==> src/rtl/cache_fill_ctrl.sv <==
// Miss and write-through controller sharing one 16-bit memory port between the
// I-cache and the D-cache: block refills (pipelined burst) and D-cache stores.
module cache_fill_ctrl #(
   parameter int BLOCK_WORDS = 8
) (
   input  logic        clk,
   input  logic        rst,
   input  logic        icache_miss,
   input  logic [15:0] icache_addr,
   input  logic        dcache_miss,
   input  logic        dcache_rd,
   input  logic        dcache_wr,
   input  logic [15:0] dcache_addr,
   input  logic [15:0] dcache_wdata,
   output logic        mem_en,
   output logic        mem_wr,
   output logic [15:0] mem_addr,
   output logic [15:0] mem_wdata,
   input  logic [15:0] mem_data_in,
   input  logic        mem_data_valid,
   output logic [15:0] fill_addr,
   output logic [15:0] fill_data,
   output logic        i_load_data,
   output logic        i_load_tag,
   output logic        d_load_data,
   output logic        d_load_tag,
   output logic        i_stall,
   output logic        d_stall,
   output logic        busy
);

   localparam int IDX_W = $clog2(BLOCK_WORDS);
   localparam int OFF_W = IDX_W + 1;
   localparam logic [15:0]    OFF_MASK = 16'((1 << OFF_W) - 1);
   localparam logic [IDX_W:0] ISS_MAX  = (IDX_W + 1)'(BLOCK_WORDS);
   localparam logic [IDX_W-1:0] RCV_LAST = IDX_W'(BLOCK_WORDS - 1);

   typedef enum logic [1:0] {
      IDLE  = 2'd0,
      WRITE = 2'd1,
      FILL  = 2'd2,
      DONE  = 2'd3
   } state_t;

   state_t             state_r, state_s;
   logic [15:0]        base_r, base_s;
   logic               tgt_d_r, tgt_d_s;
   logic [IDX_W:0]     iss_r, iss_s;
   logic [IDX_W-1:0]   rcv_r, rcv_s;

   function automatic logic [15:0] block_base(input logic [15:0] addr);
      block_base = addr & ~OFF_MASK;
   endfunction

   // Stalls follow the requesters directly so they drop in the cycle the request is served.
   assign i_stall = rst & icache_miss;
   assign d_stall = rst & ((dcache_rd & dcache_miss) | (dcache_wr & (state_r != WRITE)));
   assign busy    = (state_r != IDLE);

   // State, grant latches and burst counters.
   always_ff @(posedge clk or negedge rst) begin
      if (!rst) begin
         state_r <= IDLE;
         base_r  <= 16'h0000;
         tgt_d_r <= 1'b0;
         iss_r   <= '0;
         rcv_r   <= '0;
      end else begin
         state_r <= state_s;
         base_r  <= base_s;
         tgt_d_r <= tgt_d_s;
         iss_r   <= iss_s;
         rcv_r   <= rcv_s;
      end
   end

   // Arbitration, burst sequencing and memory/cache strobes.
   always_comb begin
      state_s     = state_r;
      base_s      = base_r;
      tgt_d_s     = tgt_d_r;
      iss_s       = iss_r;
      rcv_s       = rcv_r;
      mem_en      = 1'b0;
      mem_wr      = 1'b0;
      mem_addr    = 16'h0000;
      mem_wdata   = 16'h0000;
      fill_addr   = 16'h0000;
      fill_data   = 16'h0000;
      i_load_data = 1'b0;
      i_load_tag  = 1'b0;
      d_load_data = 1'b0;
      d_load_tag  = 1'b0;
      case (state_r)
         IDLE: begin
            iss_s = '0;
            rcv_s = '0;
            if (dcache_wr) begin
               state_s = WRITE;
            end else if (dcache_rd && dcache_miss) begin
               state_s = FILL;
               tgt_d_s = 1'b1;
               base_s  = block_base(dcache_addr);
            end else if (icache_miss) begin
               state_s = FILL;
               tgt_d_s = 1'b0;
               base_s  = block_base(icache_addr);
            end else begin
               state_s = IDLE;
            end
         end
         WRITE: begin
            mem_en    = 1'b1;
            mem_wr    = 1'b1;
            mem_addr  = dcache_addr;
            mem_wdata = dcache_wdata;
            state_s   = IDLE;
         end
         FILL: begin
            // Issue and receive run independently so any memory latency overlaps the burst.
            if (iss_r < ISS_MAX) begin
               mem_en   = 1'b1;
               mem_addr = base_r | (16'(iss_r) << 1);
               iss_s    = iss_r + (IDX_W + 1)'(1);
            end else begin
               iss_s = iss_r;
            end
            if (mem_data_valid) begin
               fill_data   = mem_data_in;
               fill_addr   = base_r | (16'(rcv_r) << 1);
               i_load_data = ~tgt_d_r;
               d_load_data = tgt_d_r;
               rcv_s       = rcv_r + IDX_W'(1);
               if (rcv_r == RCV_LAST) begin
                  i_load_tag = ~tgt_d_r;
                  d_load_tag = tgt_d_r;
                  state_s    = DONE;
               end else begin
                  state_s = FILL;
               end
            end else begin
               rcv_s = rcv_r;
            end
         end
         DONE: begin
            // Quiet cycle so the freshly written tag clears the cache's miss signal.
            iss_s   = '0;
            rcv_s   = '0;
            state_s = IDLE;
         end
         default: begin
            state_s = IDLE;
         end
      endcase
   end

endmodule

==> config.mk <==
export PLATFORM = sky130hd
export DESIGN_NAME = cache_fill_ctrl
export DESIGN_NICKNAME = d
export VERILOG_FILES = /design/src/rtl/cache_fill_ctrl.sv
export SDC_FILE = /design/constraint.sdc
export NUM_CORES = 1
export LEC_CHECK = 0
export CAP_MARGIN = 20
export CORE_MARGIN = 3
export CORE_UTILIZATION = 36
export CTS_BUF_LIST = sky130_fd_sc_hd__clkbuf_16
export DETAILED_ROUTE_END_ITERATION = 7
export PLACE_DENSITY_LB_ADDON = 0.25
export RECOVER_POWER = 100
export SYNTH_ARGS = -nofsm -noshare
export SYNTH_HDL_FRONTEND = slang
export SYNTH_SLANG_ARGS = --single-unit
==> constraint.sdc <==
create_clock -name clk -period 3.8 [get_ports clk]
set_input_delay 0.76 -clock clk [delete_from_list [all_inputs] [get_ports clk]]
set_output_delay 0.76 -clock clk [all_outputs]
set_load 0.1 [all_outputs]
# After elaboration in Yosys (flattened, before gate mapping)
# Index checks and enable logic that the tools add are counted.
word_totals:
  register_bits: 26
  out_inout_bits: 73
  wordCells: 68
classes:
  n_addsub: 2
  magnitude_cmp: 1
  n_eq_ne: 7
  muxes: 34
  bitwise: 9
  reduce_logical: 10
op_table:
  columns: ["op", "count"]
  rows:
  - ["2-to-1 mux 16 bit", 8]
  - ["one-hot mux 16 bit (2 select lines)", 1]
  - ["bitwise OR 16 x 4 -> 16 bit", 1]
  - ["bitwise OR 16 x 5 -> 16 bit", 1]
  - ["2-to-1 mux 1 bit", 15]
  - ["2-to-1 mux 2 bit", 4]
  - ["one-hot mux 4 bit (2 select lines)", 1]
  - ["one-hot mux 2 bit (3 select lines)", 1]
  - ["one-hot mux 3 bit (2 select lines)", 1]
  - ["nonzero test 2 bit", 3]
  - ["adder 4 x 1 -> 4 bit (second input constant)", 1]
  - ["bitwise AND 1 bit", 4]
  - ["equality test 2 bit (second input constant)", 2]
  - ["< comparator 4 bit (second input constant)", 1]
  - ["2-to-1 mux 4 bit", 1]
  - ["!= test 2 bit (second input constant)", 2]
  - ["AND reduction 2 bit", 2]
  - ["OR reduction 2 bit", 2]
  - ["adder 3 x 1 -> 3 bit (second input constant)", 1]
  - ["equality test 3 bit (second input constant)", 1]
  - ["2-to-1 mux 3 bit", 1]
  - ["AND reduction 3 bit", 1]
  - ["equality test 2 x 1 -> 1 bit (second input constant)", 1]
  - ["zero test 2 bit", 1]
  - ["5 further kinds", 6]

# Logic depth before layout (Yosys ltp)
# Gate-level depths: netlist (run 1).
depth:
  ltp_word: 4
  depth_mapped: 6

# Worst setup path before layout (run 1)
# Ideal clock, no wire load.
synth_path:
  path_type: "reg2out"
  start: "register state_r[1]"
  end: "output d_stall"
  t_arrival_ns: 3.434
  setup_slack_ns: -0.394
  stages_incl_launch_ff: 5
  n_path_buf: 0
  path_cell_list: "dfrtp_1 -> inv_1 -> ha_1 -> nand2b_1 -> a21boi_0"
synth_via:
  elab_chain_len: 4
synth_lines:
  columns: ["element", "line", "source"]
  rows:
  - ["from (decl)", "45", "state_t state_r, state_s;"]
  - ["from (signal assigned)", "69", "state_r <= state_s;"]
  - ["!= test 2 x 1 -> 1 bit", "57", "assign d_stall = rst & ((dcache_rd & dcache_miss) | (dcache_wr & (state_r != WRITE)));"]
  - ["bitwise AND 1 bit", "57", null]
  - ["bitwise OR 1 bit", "57", null]
  - ["bitwise AND 1 bit", "57", null]
  - ["to (decl)", "28", "output logic d_stall,"]
# No other way between the ends.

# Worst setup path after layout (run 1)
layout_path:
  start: "input mem_data_valid"
  end: "output fill_data[2]"
layout_via:
  elab_chain_len: 2
layout_lines:
  columns: ["element", "line", "source"]
  rows:
  - ["from (decl)", "20", "input logic mem_data_valid,"]
  - ["2-to-1 mux 16 bit", "128", "if (mem_data_valid) begin"]
  - ["2-to-1 mux 16 bit", "94", "case (state_r)"]
  - ["to (decl)", "22", "output logic [15:0] fill_data,"]
# No other way between the ends.

==> impl_metrics.json, run 1 <==
{
  "wl_per_cell_um": 17.99,
  "outcome": "finished, final reports clean",
  "final_antenna_net_count": 0,
  "grt_pass1_vias": 2003,
  "grt_pass1_wl_mm": 10.54,
  "ys_ff_latch": 22,
  "hold_path_startpoint": "base_r[14]",
  "area_growth_pct": 69.46,
  "die_x_um": 77.48,
  "mappedNetlistArea_um2": 1839,
  "crit_slowest_cell": "dlygate4sd3_1",
  "startpoint": "mem_data_valid",
  "clock_latency_ns": 0.25,
  "cts_sinks": 22,
  "dp_hpwl_mm": 5.226,
  "htree_levels": 1,
  "dr_total_vias": 1981,
  "root_buffer": "clkbuf_16",
  "dieArea_um2": 6002,
  "grt_max_degree": 42,
  "drt_iter0_drc": 86,
  "cp.arrival_ns": 2.70,
  "yosys.area.top_type_share": 0.2993,
  "cp-end-kind": "output port",
  "period_needed_ns": 3.457,
  "cts_resized": 0,
  "synth_nets": 261,
  "power.total_mw": 2.479,
  "fmax_ghz": 0.2893,
  "grt_overflow_total": 0,
  "finalCritPeriodShare": 0.9097,
  "max-cap-violations": 0,
  "synthDistinctLibCells": 34,
  "slew_headroom": 0.1960,
  "antenna_found_initial": 0,
  "fin_skew_ns": 0.002271,
  "core_area_um2": 4817,
  "detail_route.vias_per_cell": 5.227,
  "gp_congestion": 0.7567,
  "timing.rr.start": "state_r[0]",
  "rsz0062_at_grt": "false",
  "p_leak_nw": 1.809,
  "die_h_um": 77.48,
  "critPathTopFamily": "buffers and inverters",
  "setup_tns_ns": 0,
  "critical_path_class": "in -> out",
  "synthesis.instances": 182,
  "grt_usage": 0.2174,
  "io_pins": 144,
  "layout_commonest_cell": "clkdlybuf4s50_1",
  "cts_tree": "built",
  "path_clk_slew_ns": 0.06,
  "place_area_um2": 3731,
  "yosysSeqAreaShare": 0.2993,
  "cp-start-kind": "input port",
  "post_cts_buffers": 0,
  "nets": 393,
  "yosys.area.top_type": "dfrtp_1",
  "diodes": 0,
  "cp.required_ns": 3.04,
  "hold_violations": 0,
  "finalSetupViolations": 0,
  "hp-class": "reg -> reg",
  "tightest_slew_ns": 1.211,
  "cts_made_buffers": 3,
  "ff2ff_path_depth": 5,
  "p_per_area_nw_per_um2": 795.3,
  "ys_warn_count": 0,
  "ir_drop_mv": 0.4227,
  "crit_chain": "dlygate4sd3_1 > and3_1 > dlymetal6s2s_1",
  "syn_area_per_cell_um2": 10.11,
  "crit_fanout": 22,
  "totalWireLength_mm": 6.819,
  "max_stage_delay_ns": 0.91,
  "cts_hold_buf": 0,
  "final_area_um2": 3117,
  "path_depth": 3,
  "io_buffers": 138,
  "drv_slew": 0,
  "initial_core_util": 0.3818,
  "critPathBufInv": 2,
  "drt_first_pass_iters": 4,
  "drive_gt1_frac": 0.1987,
  "drc": 0,
  "hold_depth": 1,
  "final_cell_mix": "clkdlybuf4s50_1 (63), and3_1 (33), clkbuf_2 (29), dfrtp_1 (22), a22o_1 (21)",
  "clock_path_buffers": 2,
  "synth_area_leaders": "dfrtp_1 (30%), mux2_4 (14%), and3_1 (11%), a22o_1 (10%), and2_1 (6.5%)",
  "num_rows": 25
}
cells in the mapped netlist, drive strengths merged:
cell,count
and3,33
mux2,24
dfrtp,22
a22o,21
and2,20
clkbuf,9
ha,8
buf,6
inv,6
a21oi,4
mux2i,4
nand2,4
nor2,3
o21ai,3
nand3,2
nor3,2
a21boi,1
a221oi,1
a2bb2oi,1
a32o,1
a41oi,1
conb,1
nand2b,1
nor2b,1
nor3b,1
nor4bb,1
or2,1
state kept, by name (all words and copies together) (netlist names):
name,flops
rcv_r,3
iss_r,4
state_r,2
tgt_d_r,1
base_r,12
routing by layer:
layer | vias up | wire, µm | global-route usage
met1 | 952 | 2631 | 0.2341
met5 | - | 0 | 0
met3 | 10 | 492 | 0.06381
li1 | 924 | - | -
met2 | 95 | 3568 | 0.4119
met4 | 0 | 127 | 0.05338
kinds of logic after synthesis:
group,Yosys count,share of synthesized area
multiplexers,28,0.2034
flip-flops,22,0.2993
AND/OR/NAND/NOR,69,0.2388
AO/OA/AOI/OAI,33,0.1429
other,1,0.002039
adder cells (fa/ha/maj),8,0.05442
buffers and inverters,21,0.05918
report_power, final:
| group | leakage [nW] | switching (mW) | internal (mW) |
|---|---|---|---|
| sequential | 0.277 | 0.0686 | 0.323 |
| clock | 0.0370 | 0.0793 | 0.139 |
| combinational | 1.50 | 1.46 | 0.405 |
| total | 1.81 | 1.61 | 0.866 |
through the flow:
stage	hold WS [ns]	instances	utilization	setup WS, ns
after CTS	0.5280	379	0.7901	0.6135
after global placement	0.5104	376	0.7745	0.7659
after detailed placement	0.5158	376	0.7745	0.7297
after floorplan	0.4644	182	-	0.3427
after global routing	0.5332	379	0.6470	0.2679
final	0.5104	379	0.6470	0.3431
cell type report:
type / instances / area (µm²)
inverters: 6 / 22.52
flip-flops and latches: 22 / 550.5
multi-input cells: 139 / 1144
clock buffers: 3 / 75.07
fillers: 437 / 1700
well taps: 67 / 83.83
repair buffers: 142 / 1241
worst paths after layout:
kind	slack, ns	endpoint
setup / recovery	0.34	fill_data[2]
hold / removal	0.51	base_r[14]
setup reg to reg	1.55	base_r[15]
hold reg to reg	0.51	base_r[14]
max in group asynchronous	1.87	base_r[8]
min in group asynchronous	0.92	base_r[14]
No activity file was read; power rests on OpenSTA's default activity.
==> inputs of run 2 (changes only) <==
--- a/config.mk
+++ b/config.mk
@@ -7,7 +7,7 @@
 export LEC_CHECK = 0
 export CAP_MARGIN = 20
 export CORE_MARGIN = 3
-export CORE_UTILIZATION = 36
+export CORE_UTILIZATION = 34
 export CTS_BUF_LIST = sky130_fd_sc_hd__clkbuf_16
 export DETAILED_ROUTE_END_ITERATION = 7
 export PLACE_DENSITY_LB_ADDON = 0.25
==> constraint.sdc (replaced) <==
create_clock -name clk -period 3.9 [get_ports clk]
set_input_delay 0.78 -clock clk [delete_from_list [all_inputs] [get_ports clk]]
set_output_delay 0.78 -clock clk [all_outputs]
set_load 0.1 [all_outputs]
==> run 2 against run 1 <==
  * Sequential share of layout area decreased by 0.30 points
  * Critical path depth increased by 1
  * Via count decreased by 0.30%
  * Global-route usage decreased by 1.5 points
  * Clock skew decreased by 0.0015 ns
  * Highest routed layer unchanged
  * Core utilization decreased by 3.4 points
  * Sequential power decreased by 3%
  * Worst setup slack improved by 0.065 ns
  * First-iteration DRC count decreased by 10%
  * Non-clock buffer count increased by 1
  * Clock power increased by 33%
  * Combinational power about the same
==> impl_metrics.json, run 2 (same netlist as run 1, synthesis figures left out) <==
{
  "hold_violations": 0,
  "grt_pass1_vias": 2001,
  "critical_path_class": "in -> out",
  "diodes": 0,
  "cts_tree": "built",
  "cp.required_ns": 3.12,
  "ir_drop_mv": 0.5022,
  "drt_iter0_drc": 77,
  "finalSetupViolations": 0,
  "top_regs": "base_r: 12 flops, iss_r: 4 flops, rcv_r: 3 flops",
  "dieArea_um2": 6328,
  "gp_congestion": 0.6911,
  "grt_usage": 0.2021,
  "nFillCells": 453,
  "cts_resized": 0,
  "area_growth_pct": 72.38,
  "clock_path_buffers": 2,
  "die_x_um": 79.55,
  "post_cts_buffers": 0,
  "dp_hpwl_mm": 5.143,
  "dr_total_vias": 1975,
  "initial_core_util": 0.3556,
  "hp-class": "reg -> reg",
  "post-route-util": 0.6130,
  "io_pins": 144,
  "io_buffers": 138,
  "fin_skew_ns": 0.0007448,
  "cp.arrival_ns": 2.71,
  "nets": 394,
  "grt_max_degree": 42,
  "fmax_ghz": 0.2864,
  "cts_sinks": 22,
  "finalCritPeriodShare": 0.8953,
  "drive_gt1_frac": 0.2134,
  "rsz0062_at_grt": "false",
  "htree_levels": 1,
  "period_needed_ns": 3.492,
  "grt_pass1_wl_mm": 10.09,
  "largest_register": "base_r",
  "totalWireLength_mm": 6.712,
  "p_leak_nw": 1.751,
  "cts_hold_buf": 0,
  "drv_slew": 0,
  "p_per_area_nw_per_um2": 791.5,
  "outcome": "finished, final reports clean",
  "drc": 0,
  "wl_per_cell_um": 17.48,
  "grt_overflow_total": 0,
  "setup_tns_ns": 0,
  "dp.cells": 380,
  "clock_latency_ns": 0.25,
  "largest_reg_flops": 12,
  "final_antenna_net_count": 0,
  "core_area_um2": 5172,
  "antenna_found_initial": 0,
  "cts_made_buffers": 3,
  "tightest_slew_ns": 1.229,
  "cp-end-kind": "output port",
  "max-cap-violations": 0,
  "crit_fanout": 18,
  "slew_headroom": 0.1842,
  "final_cell_mix": "clkdlybuf4s50_1 (63), and3_1 (33), clkbuf_2 (30), dfrtp_1 (22), clkbuf_1 (22)",
  "stdcell_count": 384,
  "cp-start-kind": "input port",
  "drt_first_pass_iters": 4,
  "root_buffer": "clkbuf_16",
  "path_clk_slew_ns": 0.06,
  "die_h_um": 79.55,
  "detail_route.vias_per_cell": 5.143,
  "layout_commonest_cell": "clkdlybuf4s50_1",
  "num_rows": 26
}
[run 2: critical path, stage by stage]
cell and delay (ns):
dlygate4sd3_1 0.89, clkbuf_1 0.36, and3_1 0.22, clkbuf_2 0.46
[run 2: worst paths after layout]
kind | slack, ns | start | endpoint | cells after the start
max | 0.41 | mem_data_valid | fill_addr[7] | 4
min | 0.51 | base_r[4] | base_r[4] | 1
max reg2reg | 1.58 | state_r[0] | base_r[9] | 5
min reg2reg | 0.51 | base_r[4] | base_r[4] | 1
max in group asynchronous | 1.73 | rst | iss_r[0] | 2
min in group asynchronous | 0.86 | rst | base_r[11] | 1
[run 2: routing by layer]
layer,GRT usage,part of all wire,vias to the layer above
met5,0,0,-
met4,0.03952,0.016,0
met3,0.05869,0.092,8
met2,0.3781,0.52,87
met1,0.2251,0.37,952
li1,-,-,928
[run 2: area by class of cell]
| cell class | instances | area [µm²] | area share |
|---|---|---|---|
| clock buffer | 3 | 75.07 | 0.02368 |
| clock inverter | 1 | 30.03 | 0.009471 |
| inverter | 6 | 22.52 | 0.007103 |
| multi-input combinational | 139 | 1141 | 0.3599 |
| sequential | 22 | 550.5 | 0.1736 |
| tap | 70 | 87.58 | 0.02762 |
| timing repair buffer | 143 | 1264 | 0.3986 |
[run 2: where the power goes]
group	internal (mW)	switching, mW	total (mW)	leakage, nW
Combinational	0.412	1.43	1.84	1.42
Sequential	0.314	0.0671	0.381	0.277
Clock	0.204	0.0864	0.290	0.0511
[run 2: through the flow]
| step | hold slack, ns | power, mW | area (µm²) | setup WS (ns) |
|---|---|---|---|---|
| finish | 0.5094 | 2.510 | 3171 | 0.4084 |
| global route | 0.5340 | 2.603 | 3171 | 0.2812 |
| CTS | 0.5317 | 2.903 | 3847 | 0.6783 |
| detailed placement | 0.5189 | 2.598 | 3742 | 0.7847 |
| global placement | 0.5103 | 2.576 | 3742 | 0.8038 |
| floorplan | 0.4844 | 1.898 | 1839 | 0.4227 |
==> RTL edit (config.mk and constraints of run 2) <==
Reset style: synchronous (`rst`), changed in one clocked block.
--- a/src/rtl/cache_fill_ctrl.sv
+++ b/src/rtl/cache_fill_ctrl.sv
@@ -58,7 +58,7 @@
    assign busy    = (state_r != IDLE);
 
    // State, grant latches and burst counters.
-   always_ff @(posedge clk or negedge rst) begin
+   always_ff @(posedge clk) begin
       if (!rst) begin
          state_r <= IDLE;
          base_r  <= 16'h0000;
Check against the original RTL: differs if rst is asserted again (counterexample within 4 cycles, from zero or initial values and one cycle with rst low); with rst held inactive, the same outputs for 10 cycles.
==> RTL edit against run 2 <==
Sequential cell count unchanged; design area down 3.4%; first-iteration DRC count up 7.8%; area after synthesis down 7.4%; routed wire length down 10%; setup slack worse by 65 ps; final cell count up 0.78%; critical path type unchanged.
Power is not compared: it rests on default switching activity, and its combinational part moved more than twofold at a synthesized area within 25%.
==> RTL edit: results (changes against run 2) <==
** Setup path
- The data arrival time of the worst path came to 2780 ps (was 2710 ps).
- Cell at the slowest stage of the critical path :: sky130_fd_sc_hd__clkbuf_1 (was sky130_fd_sc_hd__dlygate4sd3_1)
- Largest stage delay on the critical path :: 870 ps (was 890 ps)
- R2R Setup Slk :: 1370 ps (was 1580 ps)
- R2R depth :: 6 (was 5)
- The start of the worst register-to-register path was state_r[0] (unchanged).
- The maximum fanout along the worst path is 35 (was 18).

** GRT
- Met2 layer usage reported by global route :: 0.3615 (was 0.3781)
- The wire length of the first global-routing pass came to 9.749 mm (was 10.09 mm).
- Pin count of the biggest net entering global routing :: 36 (was 42)
- Fraction of met3 tracks used by global routing :: 0.07042 (was 0.05869)
- Via count of the first global-routing pass :: 1,979 (was 2,001)

** Placement
- Routability-driven placement congestion ratio :: 0.7732 (was 0.6911)
- Post-detail-place hpwl :: 4.668 mm (was 5.143 mm)

** Finish
- Count of filler cells inserted in the layout :: 443 (was 453)
- The fraction of final layout cells with drive strength greater than 1 was 0.1531 (was 0.2134).
- Nets@finish :: 401 (was 394)

** Detailed routing
- Routed wire length per instance :: 15.57 um (was 17.48 um)
- The total routed wire length on the met1 layer is 2.388 mm (was 2.511 mm).
- Total via count in the routed design :: 1,940 (was 1,975)
- The wire length on met3 was 494 um (was 615 um).
- WL met2 :: 3.095 mm (was 3.479 mm)
- The number of DRC markers in iteration 0 is 83 (was 77).

** STA
- Max Clock Skew :: 2.457 ps (was 0.7448 ps)
- The worst hold slack across all endpoints came to 473.7 ps (was 509.4 ps).

** Hold path
- Hold endpoint :: base_r[5] (was base_r[4])
- The start point of the worst hold path is base_r[5] (was base_r[4]).

** Synth
- Cell variety after synth :: 38 (was 34)
- Synthesized Nets :: 276 (was 261)
- Post-synthesis sequential area ratio :: 0.2586 (was 0.2993)

** Outcome
- Status: completed (unchanged).
==> RTL edit: layout make-up <==
| class | instances | share of cell area |
|---|---|---|
| inverters | 6 | 0.007356 |
| repair buffers | 140 | 0.4360 |
| multi-input cells | 149 | 0.3608 |
| clock buffers | 3 | 0.02452 |
| flip-flops and latches | 22 | 0.1438 |
| well taps | 67 | 0.02738 |
==> RTL edit: metrics by stage <==
step / power, mW / worst slack, ps / instances / cell area (sq um)
floorplan: 0.5404 / 304.9 / 197 / 1705
global placement: 0.6903 / 1008 / 384 / 3501
detailed placement: 0.6957 / 986.8 / 384 / 3501
CTS: 0.9104 / 756.0 / 387 / 3576
global route: 0.8984 / 315.1 / 387 / 3062
finish: 0.8628 / 343.3 / 387 / 3062
==> RTL edit: cell families after synthesis <==
family | synth area share
and+or+nand+nor | 0.2843
AOI/OAI and AO/OA | 0.2219
buffers and inverters | 0.09110
DFF | 0.2586
muxes | 0.08302
adders and majority gates | 0.05878
other | 0.002202
